[config.mk]
export PLATFORM = sky130hd
export DESIGN_NAME = uart_transmitter_flat
export DESIGN_NICKNAME = d
export VERILOG_FILES = /design/src/rtl/uart_transmitter_if.sv /design/src/rtl/uart_transmitter.sv /design/src/flat_wrapper.sv
export SDC_FILE = /design/constraint.sdc
export NUM_CORES = 1
export LEC_CHECK = 0
export ABC_CLOCK_PERIOD_IN_PS = 6100
export CAP_MARGIN = 20
export CORE_UTILIZATION = 40
export DETAILED_ROUTE_END_ITERATION = 8
export GPL_TIMING_DRIVEN = 1
export PLACE_DENSITY_LB_ADDON = 0.1
export SYNTH_ARGS = -nofsm -noshare
export SYNTH_HDL_FRONTEND = slang
export SYNTH_SLANG_ARGS = --single-unit
[constraint.sdc]
create_clock -name clk -period 6.1 [get_ports clk]
set_input_delay 1.525 -clock clk [delete_from_list [all_inputs] [get_ports clk]]
set_output_delay 1.525 -clock clk [all_outputs]
set_load 0.02 [all_outputs]
[src/rtl/uart_transmitter_if.sv]
// Byte-in / serial-out signal bundle between a byte producer and the UART transmitter.
// The producer drives data/ok. The transmitter returns uart_tx and busy.
interface uart_transmitter_if;
  logic [7:0] data;
  logic       ok;
  logic       uart_tx;
  logic       busy;

  modport master (
    output data,
    output ok,
    input  uart_tx,
    input  busy
  );

  modport slave (
    input  data,
    input  ok,
    output uart_tx,
    output busy
  );
endinterface

[src/rtl/uart_transmitter.sv]
// 8N1 UART transmitter, LSB first, with a fixed bit period of CYCLES_PER_BIT clocks.
// It accepts one byte per ok while idle. busy covers the whole frame, up to the end of the stop bit.
module uart_transmitter #(
  parameter int CYCLES_PER_BIT = 868
) (
  input  logic              clk,
  input  logic              reset,
  uart_transmitter_if.slave bus
);

  localparam int              CYC_W    = (CYCLES_PER_BIT > 1) ? $clog2(CYCLES_PER_BIT) : 1;
  localparam logic [CYC_W-1:0] CYC_LAST = CYC_W'(CYCLES_PER_BIT - 1);

  localparam logic [1:0] S_IDLE  = 2'd0;
  localparam logic [1:0] S_START = 2'd1;
  localparam logic [1:0] S_DATA  = 2'd2;
  localparam logic [1:0] S_STOP  = 2'd3;

  logic [1:0]       state_q, state_d;
  logic [CYC_W-1:0] cycle_q, cycle_d;
  logic [2:0]       bit_q,   bit_d;
  logic [7:0]       shift_q, shift_d;
  logic             tx_q,    tx_d;
  logic             busy_q,  busy_d;
  logic             bit_end;

  assign bit_end = (cycle_q == CYC_LAST);

  always_comb begin
    state_d = state_q;
    cycle_d = cycle_q;
    bit_d   = bit_q;
    shift_d = shift_q;
    tx_d    = tx_q;
    busy_d  = busy_q;

    if (state_q != S_IDLE) begin
      cycle_d = bit_end ? '0 : cycle_q + CYC_W'(1);
    end

    case (state_q)
      S_IDLE: begin
        if (bus.ok) begin
          state_d = S_START;
          shift_d = bus.data;
          cycle_d = '0;
          bit_d   = 3'd0;
          tx_d    = 1'b0;
          busy_d  = 1'b1;
        end
      end
      S_START: begin
        // The register shifts right. Bit 0 of the register is always the next data bit to drive.
        if (bit_end) begin
          state_d = S_DATA;
          bit_d   = 3'd0;
          tx_d    = shift_q[0];
          shift_d = {1'b1, shift_q[7:1]};
        end
      end
      S_DATA: begin
        if (bit_end) begin
          if (bit_q == 3'd7) begin
            state_d = S_STOP;
            tx_d    = 1'b1;
          end else begin
            bit_d   = bit_q + 3'd1;
            tx_d    = shift_q[0];
            shift_d = {1'b1, shift_q[7:1]};
          end
        end
      end
      S_STOP: begin
        if (bit_end) begin
          state_d = S_IDLE;
          tx_d    = 1'b1;
          busy_d  = 1'b0;
        end
      end
      default: begin
        state_d = S_IDLE;
        cycle_d = '0;
        bit_d   = 3'd0;
        tx_d    = 1'b1;
        busy_d  = 1'b0;
      end
    endcase
  end

  always_ff @(posedge clk or negedge reset) begin
    if (!reset) begin
      state_q <= S_IDLE;
      cycle_q <= '0;
      bit_q   <= 3'd0;
      shift_q <= 8'd0;
      tx_q    <= 1'b1;
      busy_q  <= 1'b0;
    end else begin
      state_q <= state_d;
      cycle_q <= cycle_d;
      bit_q   <= bit_d;
      shift_q <= shift_d;
      tx_q    <= tx_d;
      busy_q  <= busy_d;
    end
  end

  assign bus.uart_tx = tx_q;
  assign bus.busy    = busy_q;

endmodule

[src/flat_wrapper.sv]
// flat-port wrapper written by rule: the top's interface ports become plain ports
module uart_transmitter_flat 
#(
  parameter int CYCLES_PER_BIT = 868
)
  (clk, reset, bus_data, bus_ok, bus_uart_tx, bus_busy);
  uart_transmitter_if bus_i ();
  input  logic clk;
  input  logic reset;
  input wire logic [$bits(bus_i.data)-1:0] bus_data;
  input wire logic [$bits(bus_i.ok)-1:0] bus_ok;
  output wire logic [$bits(bus_i.uart_tx)-1:0] bus_uart_tx;
  output wire logic [$bits(bus_i.busy)-1:0] bus_busy;
  assign bus_i.data = bus_data;
  assign bus_i.ok = bus_ok;
  assign bus_uart_tx = bus_i.uart_tx;
  assign bus_busy = bus_i.busy;
  uart_transmitter #(.CYCLES_PER_BIT(CYCLES_PER_BIT)) u_core (.clk(clk), .reset(reset), .bus(bus_i));
endmodule
* Word level (Yosys, flattened, before mapping) *
Cells that the tools add are included.

storage, ports and cells
  memories kept = 0
  input bits = 11
  ROM bits = 0
  bits in latches = 0
  RAM bits = 0
  flip-flop bits (word level) = 25
  output and inout bits = 2

operators by class
  add/sub/neg operators = 2
  bitwise logic cells = 0
  div/mod/pow operators = 0
  equality and inequality tests = 11
  reductions and logical operators = 8
  $mul = 0
  mux-type cells = 29
  order comparisons = 0
  shifts and indexed selects = 0

operators by type and width
  operator                                             number
  two-way mux 10 bit                                   4
  two-way mux 8 bit                                    4
  one-hot mux 8 bit (3 select lines)                   1
  two-way mux 3 bit                                    4
  adder 10 x 1 -> 10 bit, second input constant        1
  equality test 10 bit, second input constant          1
  two-way mux 2 bit                                    5
  AND reduction 5 bit                                  2
  one-hot mux 3 bit (3 select lines)                   1
  != test 2 x 1 -> 1 bit, second input constant        4
  one-hot mux 2 bit (4 select lines)                   1
  two-way mux 1 bit                                    7
  equality test 2 bit, second input constant           2
  != test 2 bit, second input constant                 2
  one-hot mux 1 bit (4 select lines)                   1
  AND reduction 4 bit                                  1
  nonzero test 2 bit                                   2
  adder 3 x 1 -> 3 bit, second input constant          1
  equality test 3 bit, second input constant           1
  AND reduction 3 bit                                  1
  nonzero test 3 bit                                   1
  equality test 2 x 1 -> 1 bit, second input constant  1
  logical NOT 2 bit                                    1
  one-hot mux 1 bit (2 select lines)                   1

* Logic depth before layout (Yosys ltp) *
  depth after elaboration = 5
  gate-level depth with buffers = 8
  depth with buffers taken out = 6

* Worst setup path before layout *
Ideal clock, no wire load.

  path kind = input -> register
  from = in bus_ok
  to = reg u_core.shift_q[0]
  arrival time = 2529 ps
  path buffers = 1
  cell stages on the path = 5
  setup slack = 3446 ps
  required time = 5975 ps
  library setup time = 125 ps
  path through = nand2b_1 nand2b_1 a221o_1 buf_6 mux2_4

between the ends
  word-level cells in the longest chain between the ends = 2

ends and longest elaborated chain
  item                           line                     RTL
  from (decl)                    flat_wrapper.sv:11       input wire logic [$bits(bus_i.ok)-1:0] bus_ok;
  != test 2 bit (no line)        n/a
  AND reduction 5 bit (no line)  n/a
  to (signal assigned)           uart_transmitter.sv:102  shift_q <= shift_d;
  to (decl)                      uart_transmitter.sv:22   logic [7:0] shift_q, shift_d;

Every way passes these cells.
A chain may end at the register's enable or synchronous reset.

* Final worst setup path *
  from = in bus_ok
  to = reg u_core.shift_q[3]

The elaborated chain is that of the path after synthesis.

==> out/results.env <==
SLEW_VIOLATIONS=0
CPMAXSTAGEDELAYCELL='sky130_fd_sc_hd__clkdlybuf4s50_1'
SETUP.WORST_PATH.CLASS='input pin to flip-flop'
FINAL_SUM_OF_NEGATIVE_SETUP_SLACK_PS=0
FINALWORSTPATHREQUIREDPERIOD_PS=3178
POSTSYNTHAREAPERCELL_UM2=10.99
CP.ARRIVAL_PS=3390
LARGEST_AREA_CONTRIBUTOR_IN_THE_NETLIST='sky130_fd_sc_hd__dfrtp_1'
SYNTH_EDF_COUNT=0
R2R_SETUP_SLACK_PS=3750
YOSYS_REGISTER_BITS=25
CRIT_START='bus_ok'
R2R_CELLS=6
DIE_AREA_UM2=3815
SYN-CELL-AREA_UM2=1429
ANT_NETS=0
CTS_BUFFERS=3
SEQCELLAREA_UM2=626.9
POST_SYNTH_NUM_CELL_TYPES=36
TIMING.CRITICAL_PATH.CELLS='clkdlybuf4s50_1 > nand2b_1 > nand2b_1 > a221o_1 > mux2_1'
GRT_FIRST_PASS_WIRELENGTH_UM=4464
NUMBER_OF_BUFFERS_INSERTED_BY_PORT_BUFFERING=12
CLK-INSERTION-DELAY-LATE_PS=320
SYNTHTOPCELLSBYAREA='sky130_fd_sc_hd__dfrtp_1 (42%), sky130_fd_sc_hd__mux2_2 (7.9%), sky130_fd_sc_hd__ha_1 (7.0%), sky130_fd_sc_hd__mux2_4 (6.3%), sky130_fd_sc_hd__o21ai_0 (3.5%)'
CRIT_END_CATEGORY='flip-flop'
GP_CONGESTION=0.8184
POSTCTSRESIZEDCELLS=0
CLOCKBUFFERDEPTH=2
GRT_BUSIEST_LAYER='met2'
WORST-SLEW-PIN-TRANSITION_PS=651.3
HORIZONTAL_DIE_DIMENSION_UM=61.77
FIRST_GLOBAL_VIAS=986
PLACEDCELLCOUNT=185
VDD_IR_DROP_MAX_mV=0.2187
PIN_COUNT_OF_THE_BIGGEST_NET_ENTERING_GLOBAL_ROUTING=18
CLOCK_TREE.ROOT_CELL='sky130_fd_sc_hd__clkbuf_4'
ANTENNA_CELLS_INSERTED=0
POWER_W=0.0007492
CTS.HTREE.LEVELS=1
FIN_NETS=163
VIA_COUNT=1020
WORSTPATHBUFFERINVERTERCOUNT=1
LARGEST_DELAY_SHARE_FAMILY_WORST_PATH='buffers and inverters'
POWER_DENSITY_nW_PER_UM2=459.5
CP_DATA_REQUIRED_TIME_PS=6310
DESIGN.PORTCOUNT=13
EFFECTIVE_UTILIZATION_AT_FLOORPLAN_PCT=42.16
WL_UM=2604
MAX_FREQ_MHz=314.7
NUM_ROWS=21
STATUS='completed'
CRIT_PATH_FREQUENT_CELL='sky130_fd_sc_hd__nand2b_1'
MAX_CAP_VIOL_COUNT=0
WL_PER_CELL_UM=13.78
CP_MAX_FO=11
CTS_TREE='built'
YOSYS_TOP_CELL_AREA_SHARE_PCT=42.03
GLOBALROUTE.TOTALOVERFLOW=0
RSZ0062_AT_GRT='no'
CORE-AREA_UM2=3390
DIE-HEIGHT_UM=61.77
DPL.HPWL_UM=1972
HOLD_PATH_CLASS='flip-flop to flip-flop'
PRIMARY_FLIP_FLOP_CELL_CHOSEN_BY_SYNTHESIS_MAPPING='sky130_fd_sc_hd__dfrtp_1'
TIMING.RR.START='u_core.state_q[0]'
POST_SYN_INSTANCES=130
MET1_USAGE_PCT=21.85
MET2_DEMAND_TO_CAPACITY_SHARE_IN_GLOBAL_ROUTING_PCT=26.11
INITIAL_ANTENNA_VIOLATION_COUNT=0
DESIGN_AREA_UM2=1630
DRC=0
SYNTHTOLAYOUTAREAGROWTH_PCT=14.10
CRIT-REG2REG-CAPTURE='u_core.shift_q[3]'
MAX_SLEW_MARGIN_PCT=56.38
TIMING_HOLD_VIOLATIONS_FINAL=0
SYNTH.YOSYS.WARNINGS=0
FIRSTDRTPASSITERS=4
SETUP.WORST_PATH.START_CLASS='input pin'
CTS_SETUP_BUFFERS=0
FILLERINSTANCES=313
LEAKAGEPOWER_nW=0.7285
MULTI_INPUT_AREA_UM2=753.2
TIMING.FINAL.CRIT_SHARE_PCT=52.09
DETAILEDROUTE.FIRSTITERATIONVIOLATIONS=31
SYN-NUM-NETS=149
ASYNCSETRESETFLOPFRACSYNTH_PCT=100.0
WORST_SETUP_PATH_ENDPOINT='u_core.shift_q[3]'
HOLD_BUFFERS_POST_CTS=0
FIN_UTIL_PCT=48.10
GR-USAGE-ALL-LAYERS_PCT=16.35
LARGEST_CLOCK_SKEW_IN_THE_FINAL_DESIGN_PS=12.83
CRITICAL-PATH-MAX-STAGE-DELAY_PS=550
VIAS_PER_CELL=5.397
DRIVE_GT1_SHARE_PCT=16.08
SETUP_VIOL=0
PATH_CLK_SLEW_PS=140
SYNTH_SEQUENTIAL_AREA_RATIO_PCT=43.87
CLOCK_SINKS=25
POST_DP_CELL_AREA_UM2=1604
GLOBALROUTEMET3UTIL_PCT=3.106
NON_FILLER_CELLS_IN_THE_FINISHED_LAYOUT=189
CP_NUM_CELLS=5
layer usage:
metal / up-vias / part of all wire (%)
met3: 4 / 2.8
met5: - / 0
li1: 507 / -
met1: 490 / 49
met2: 19 / 47
met4: 0 / 1.4
through the flow:
| stage | hold slack (ps) | worst slack [ps] |
|---|---|---|
| CTS | 508.8 | 2939 |
| global route | 512.3 | 2848 |
| global placement | 468.6 | 2649 |
| detailed placement | 483.8 | 2591 |
| floorplan | 458.5 | 3446 |
| finish | 510.3 | 2922 |
cells in the final DEF, fill, tap and decap left out:
cell                              Yosys  final
sky130_fd_sc_hd__buf_16               0      1
sky130_fd_sc_hd__dfstp_2              1      1
sky130_fd_sc_hd__ha_1                 8      8
sky130_fd_sc_hd__and3b_1              1      1
sky130_fd_sc_hd__or3_1                1      1
sky130_fd_sc_hd__mux2_4               6      6
sky130_fd_sc_hd__nand3_1              3      3
sky130_fd_sc_hd__inv_1                5      5
sky130_fd_sc_hd__dfrtp_1             24     24
sky130_fd_sc_hd__o21ai_0             10     10
sky130_fd_sc_hd__nand2_1              9      9
sky130_fd_sc_hd__mux2_1               1      1
sky130_fd_sc_hd__nor2_1               6      6
sky130_fd_sc_hd__a221o_1              1      1
sky130_fd_sc_hd__nor3_1               3      3
sky130_fd_sc_hd__o211ai_1             1      1
sky130_fd_sc_hd__nand2b_1             5      5
sky130_fd_sc_hd__nand3b_1             1      1
sky130_fd_sc_hd__a2bb2oi_1            1      1
sky130_fd_sc_hd__and3_1               5      5
sky130_fd_sc_hd__clkdlybuf4s50_1      0     12
sky130_fd_sc_hd__nand4_1              2      2
sky130_fd_sc_hd__nand3_2              1      1
sky130_fd_sc_hd__nor4b_1              1      1
sky130_fd_sc_hd__nand4b_1             1      1
sky130_fd_sc_hd__a21oi_1              5      5
sky130_fd_sc_hd__a41oi_1              1      1
sky130_fd_sc_hd__o2bb2ai_1            1      1
sky130_fd_sc_hd__clkbuf_1             1      1
sky130_fd_sc_hd__a31oi_1              4      4
sky130_fd_sc_hd__o31ai_1              1      1
sky130_fd_sc_hd__mux2_2              10     10
sky130_fd_sc_hd__mux2i_1              2      2
sky130_fd_sc_hd__and2_1               1      1
sky130_fd_sc_hd__nor4b_4              1      1
sky130_fd_sc_hd__a22o_1               3      3
sky130_fd_sc_hd__clkbuf_4             0      3
kinds of logic (layout without fill, tap and decap cells):
| family | Yosys count | after routing | synth area share (%) |
|---|---|---|---|
| AO/OA/AOI/OAI | 28 | 28 | 12.43 |
| adder cells (fa/ha/maj) | 8 | 8 | 7.006 |
| buffers and inverters | 9 | 22 | 3.415 |
| flip-flops | 25 | 25 | 43.87 |
| multiplexers | 19 | 19 | 16.38 |
| AND/OR/NAND/NOR | 41 | 41 | 16.90 |
synthesized netlist by cell type, drive strengths merged, types with 2 or more instances:
cell    number
inv          5
a31oi        4
nand2b       5
buf          3
o21ai       10
nand4        2
ha           8
a21oi        5
nor2         6
a22o         3
nand3        4
mux2        17
mux2i        2
and3         5
nand2        9
nor3         3
nor4b        2
dfrtp       24
state kept, by name, indices dropped and copies added (netlist names):
name,flops
u_core.state_q,2
u_core.bit_q,3
u_core.bus.uart_tx,1
u_core.shift_q,8
u_core.bus.busy,1
u_core.cycle_q,10
area by class of cell:
cell class	count	area share (%)
Multi-Input combinational cell	96	46.20
Inverter	5	1.151
Timing Repair Buffer	13	9.056
Tap cell	46	3.530
Clock buffer	4	1.612
Sequential cell	25	38.45
how the worst min path moves through the flow:
stage | startpoint | depth (start not counted) | slack, ps | endpoint
2_1_floorplan | u_core.shift_q[3] | 1 | 460 | u_core.shift_q[3]
3_3_place_gp | u_core.shift_q[3] | 1 | 470 | u_core.shift_q[3]
3_5_place_dp | u_core.shift_q[3] | 1 | 480 | u_core.shift_q[3]
4_1_cts | u_core.cycle_q[8] | 1 | 510 | u_core.cycle_q[8]
5_1_grt | u_core.bus.uart_tx | 1 | 510 | u_core.bus.uart_tx
6_report | u_core.bus.uart_tx | 1 | 510 | u_core.bus.uart_tx
report_power, final:
| part | leakage, nW | internal, W | switching, W | total, W |
|---|---|---|---|---|
| Combinational | 0.404 | 0.000215 | 0.000182 | 0.000397 |
| Sequential | 0.309 | 0.000226 | 0.0000520 | 0.000278 |
| Clock | 0.0150 | 0.0000256 | 0.0000490 | 0.0000746 |
| Total | 0.729 | 0.000466 | 0.000283 | 0.000749 |
No activity file was read; power rests on OpenSTA's default activity.
